File: src/rtl/imem_loader.sv
// Instruction-memory loader: accepts 32-bit words over a valid/ready
// handshake and writes them byte-by-byte, little-endian, into a byte memory.
module imem_loader #(
  parameter int DEPTH = 128,
  parameter int AW    = 7
) (
  input  logic          clk,
  input  logic          rst_n,
  input  logic          start,
  input  logic [AW-1:0] base_addr,
  input  logic          word_valid,
  input  logic [31:0]   word_data,
  input  logic          word_last,
  output logic          word_ready,
  output logic          mem_we,
  output logic [AW-1:0] mem_addr,
  output logic [7:0]    mem_wdata,
  output logic          busy,
  output logic          done,
  output logic          wrapped,
  output logic [5:0]    words_written
);

  typedef enum logic [1:0] {
    S_IDLE,
    S_ACCEPT,
    S_WRITE,
    S_DONE
  } state_t;

  state_t        state_q, state_d;
  logic [AW-1:0] addr_q, addr_d;
  logic [AW-1:0] laddr_q, laddr_d;
  logic [31:0]   data_q, data_d;
  logic          last_q, last_d;
  logic [1:0]    idx_q, idx_d;
  logic          wrap_q, wrap_d;
  logic [5:0]    cnt_q, cnt_d;

  always_ff @(posedge clk or negedge rst_n) begin
    if (!rst_n) begin
      state_q <= S_IDLE;
      addr_q  <= '0;
      laddr_q <= '0;
      data_q  <= '0;
      last_q  <= 1'b0;
      idx_q   <= 2'd0;
      wrap_q  <= 1'b0;
      cnt_q   <= 6'd0;
    end else begin
      state_q <= state_d;
      addr_q  <= addr_d;
      laddr_q <= laddr_d;
      data_q  <= data_d;
      last_q  <= last_d;
      idx_q   <= idx_d;
      wrap_q  <= wrap_d;
      cnt_q   <= cnt_d;
    end
  end

  always_comb begin
    state_d    = state_q;
    addr_d     = addr_q;
    laddr_d    = laddr_q;
    data_d     = data_q;
    last_d     = last_q;
    idx_d      = idx_q;
    wrap_d     = wrap_q;
    cnt_d      = cnt_q;
    word_ready = 1'b0;
    mem_we     = 1'b0;
    mem_addr   = laddr_q;
    mem_wdata  = 8'd0;
    busy       = 1'b0;
    done       = 1'b0;
    unique case (state_q)
      S_IDLE, S_DONE: begin
        done = (state_q == S_DONE);
        if (start) begin
          state_d = S_ACCEPT;
          addr_d  = base_addr;
          wrap_d  = 1'b0;
          cnt_d   = 6'd0;
        end
      end
      S_ACCEPT: begin
        busy       = 1'b1;
        word_ready = 1'b1;
        if (word_valid) begin
          data_d  = word_data;
          last_d  = word_last;
          idx_d   = 2'd0;
          state_d = S_WRITE;
        end
      end
      S_WRITE: begin
        busy      = 1'b1;
        mem_we    = 1'b1;
        mem_addr  = addr_q;
        mem_wdata = data_q[8*idx_q +: 8];
        laddr_d   = addr_q;
        addr_d    = addr_q + AW'(1);
        idx_d     = idx_q + 2'd1;
        if (addr_q == AW'(DEPTH - 1)) wrap_d = 1'b1;
        // Word only counts once its final byte has gone out.
        if (idx_q == 2'd3) begin
          if (cnt_q != 6'd32) cnt_d = cnt_q + 6'd1;
          state_d = last_q ? S_DONE : S_ACCEPT;
        end
      end
      default: state_d = S_IDLE;
    endcase
  end

  assign wrapped       = wrap_q;
  assign words_written = cnt_q;

endmodule

File: config.mk
export PLATFORM = sky130hd
export DESIGN_NAME = imem_loader
export DESIGN_NICKNAME = d
export VERILOG_FILES = /design/src/rtl/imem_loader.sv
export SDC_FILE = /design/constraint.sdc
export NUM_CORES = 1
export LEC_CHECK = 0
export CORE_AREA = 2 2 88 90
export CTS_CLUSTER_SIZE = 20
export DETAILED_ROUTE_END_ITERATION = 8
export DIE_AREA = 0 0 90 92
export PLACE_DENSITY = 0.75
export SETUP_SLACK_MARGIN = 0.1
export SYNTH_ARGS = -nofsm -noshare
export SYNTH_HDL_FRONTEND = slang
export SYNTH_SLANG_ARGS = --single-unit
export TNS_END_PERCENT = 100
File: constraint.sdc
create_clock -name clk -period 3.6 [get_ports clk]
set_clock_uncertainty 0.15 [all_clocks]
set_input_delay 0.54 -clock clk [delete_from_list [all_inputs] [get_ports clk]]
set_output_delay 0.54 -clock clk [all_outputs]
set_load 0.03 [all_outputs]
==> run metrics <==
initial antenna violation count 0; Die Wd 90 um; Register-to-Register Path Depth 6; # hold bufs at CTS 0; worst r2r dst words_written[2]; P per Cell Area 832 nW/um^2; gpl congestion 0.778; Final Slew Violations 0; NumNets Final 355; Synth Instances roughly 230; WP data required 2910 ps; grt peak-use layer met2; post-CTS setup buffers 0; row count 32; top_reg_cell synth dfrtp_1; Clk Latency, worst-skew pair 330 ps; DR WL/cell 14.8 um; Clock Path Buffers 2; Crit Path Category reg -> out; final WL 6.08 mm; Post-Syn Area roughly 2800 um^2; die area 8280 um^2; Initial Utilization roughly two fifths; Final Hold Fails 0; Worst-Margin Slew 1010 ps; H-tree level count 3; I/O Pins 70; RSZ-0062 raised after global routing no; combinational group share of total power 45.8%; GR Util met1 19.7%; Worst R2R Setup Slack 970 ps; maxcap violations 0; CP Max Fanout 21; power share of the clock group between 10% and 20%; clock-pin slew on the worst setup and hold paths 70 ps; grt met3 use 4.77%; met2 usage 25.7%; post-route ant nets 0; synth warn 0; DRT Pass-1 Iters 4; Core Util, Final 51.6%; Total GRT Usage 15.8%; # DRC 0; Via density 4.99; sequential share of power 35.2%; WP data arrival 2630 ps; I/O Buffers 69; CP endpoint kind output port; global route overflow 0; CTS tree yes; clk sinks 58; largest net degree at the start of global routing 46; Max-slew headroom 32.4%; maximum VDD drop 0.000364 V; net switching power around 1.2 mW; via count 2050; syn nets 282; Reg2Reg Launch Point state_q[0]; distinct cell type count after synthesis 38; FMAX 0.302 GHz; setup violators final 0; CTS resizes 0; Die Ht 92 um; async set-reset flop share out of synthesis between 90% and 100%; Core ar. 7450 um^2; Tcrit/Tclk final 92.1%; Area Overhead vs Synth 35.0%; hold crit path type in -> async; fraction of layout cells with a size suffix above 1 roughly a quarter; Num CTS Buffers 9; Int Pwr 2.03 mW; syn_area_per_cell approximately 12 um^2; antenna cells 0; Lkg Pwr 1.57 nW; Switching Fraction 36.7%; CTS root buf clkbuf_8; sequential area share after synthesis 50.9%; first-pass GRT wire length 10.4 mm; startpoint types register; dpl hpwl 4.28 mm; minimum clock period 3320 ps; Post-synth EDFFs 0; Fin Setup TNS 0 ps; synthesized flop and latch total 58; DR iter-0 viols 51; status finished, final reports clean; vias in the first global route 2175; overall power 3.20 mW
per-layer routing:
metal	share of wire (%)	wire length (um)	vias to the layer above
met2	47	2860	54
met3	6.0	365	9
met4	1.2	72	0
met5	0	0	-
met1	46	2780	1003
li1	-	-	984
sequential cells by signal, summed over array words and instances (netlist names):
register,count
laddr_q,7
wrapped,1
addr_q,7
words_written,6
idx_q,2
state_q,2
last_q,1
data_q,32
worst max-delay path, cell delays in order, from the launching register on:
cell and delay (ps):
dfrtp_1 410, inv_1 90, ha_1 670, buf_4 300
and2_1 150, clkdlybuf4s50_1 670
cell type report:
cell class / instances / area, um^2
Clock buffer: 10 / 138
Multi-Input combinational cell: 155 / 1320
Sequential cell: 58 / 1450
Clock inverter: 6 / 66.3
Tap cell: 102 / 128
Inverter: 6 / 22.5
Timing Repair Buffer: 74 / 723
Fill cell: 681 / 3600
how the worst max path moves through the flow:
stage / cells after the start / slack (ps) / endpoint / start
6_report: 5 / 280 / mem_wdata[6] / state_q[0]
3_5_place_dp: 5 / 610 / mem_wdata[1] / state_q[0]
4_1_cts: 5 / 250 / mem_wdata[1] / state_q[0]
2_1_floorplan: 5 / 1130 / mem_addr[0] / state_q[0]
5_1_grt: 5 / 110 / mem_wdata[7] / state_q[0]
3_3_place_gp: 5 / 670 / mem_wdata[0] / state_q[0]
cells in the mapped netlist (2+ instances only):
| cell type | instances | area (um^2) |
|---|---|---|
| a21oi_1 | 10 | 50.1 |
| a22o_1 | 2 | 17.5 |
| and2_1 | 8 | 50.1 |
| and3_1 | 5 | 31.3 |
| buf_1 | 3 | 11.3 |
| clkbuf_1 | 6 | 22.5 |
| dfrtp_1 | 58 | 1450 |
| ha_1 | 7 | 87.6 |
| inv_1 | 6 | 22.5 |
| mux2_2 | 41 | 462 |
| mux2i_1 | 4 | 40.0 |
| mux4_2 | 8 | 180 |
| nand2_1 | 12 | 45.0 |
| nand2b_1 | 2 | 12.5 |
| nand3_1 | 7 | 35.0 |
| nor2_1 | 9 | 33.8 |
| nor2b_1 | 2 | 12.5 |
| o21ai_0 | 6 | 30.0 |
| o21ai_1 | 7 | 35.0 |
| o22a_1 | 3 | 26.3 |
| o22ai_1 | 7 | 43.8 |
| or2_2 | 2 | 12.5 |
cell families (layout without fill, tap and decap cells):
kind of cell	after synthesis	count (layout)	synth area share [%]
buffers and inverters	18	96	2.81
AND/OR/NAND/NOR	54	54	10.2
adder cells (fa/ha/maj)	7	7	3.07
AO/OA/AOI/OAI	41	41	9.00
flip-flops	58	58	50.9
multiplexers	53	53	23.9
placed cells by master, fill, tap and decap left out, types with 3 or more instances in the layout:
cell type         n
and2_1            8
a21oi_1          10
clkinvlp_4        3
and3_1            5
ha_1              7
o21ai_1           7
buf_4             5
mux2_2           41
nor2_1            9
mux2i_1           4
clkdlybuf4s50_1  68
clkbuf_8         10
nand2_1          12
o22a_1            3
o22ai_1           7
nand3_1           7
dfrtp_1          58
mux4_2            8
inv_1             6
o21ai_0           6
power by group through the flow:
stage | Combinational, mW | Sequential [mW] | Clock (mW)
floorplan | 1.10 | 1.08 | 0
global placement | 1.44 | 1.12 | 0
detailed placement | 1.47 | 1.14 | 0
CTS | 1.48 | 1.13 | 0.627
global route | 1.60 | 1.17 | 0.652
finish | 1.46 | 1.13 | 0.608
stage by stage:
stage / worst slack [ps] / instance area [um^2] / instances / hold WS [ps]
floorplan: 1130 / 2850 / 231 / 94.4
global placement: 668 / 3640 / 395 / 333
detailed placement: 610 / 3640 / 395 / 337
CTS: 246 / 3850 / 411 / 245
global route: 106 / 3850 / 411 / 300
finish: 284 / 3850 / 411 / 225
No activity file was read; power rests on OpenSTA's default activity.
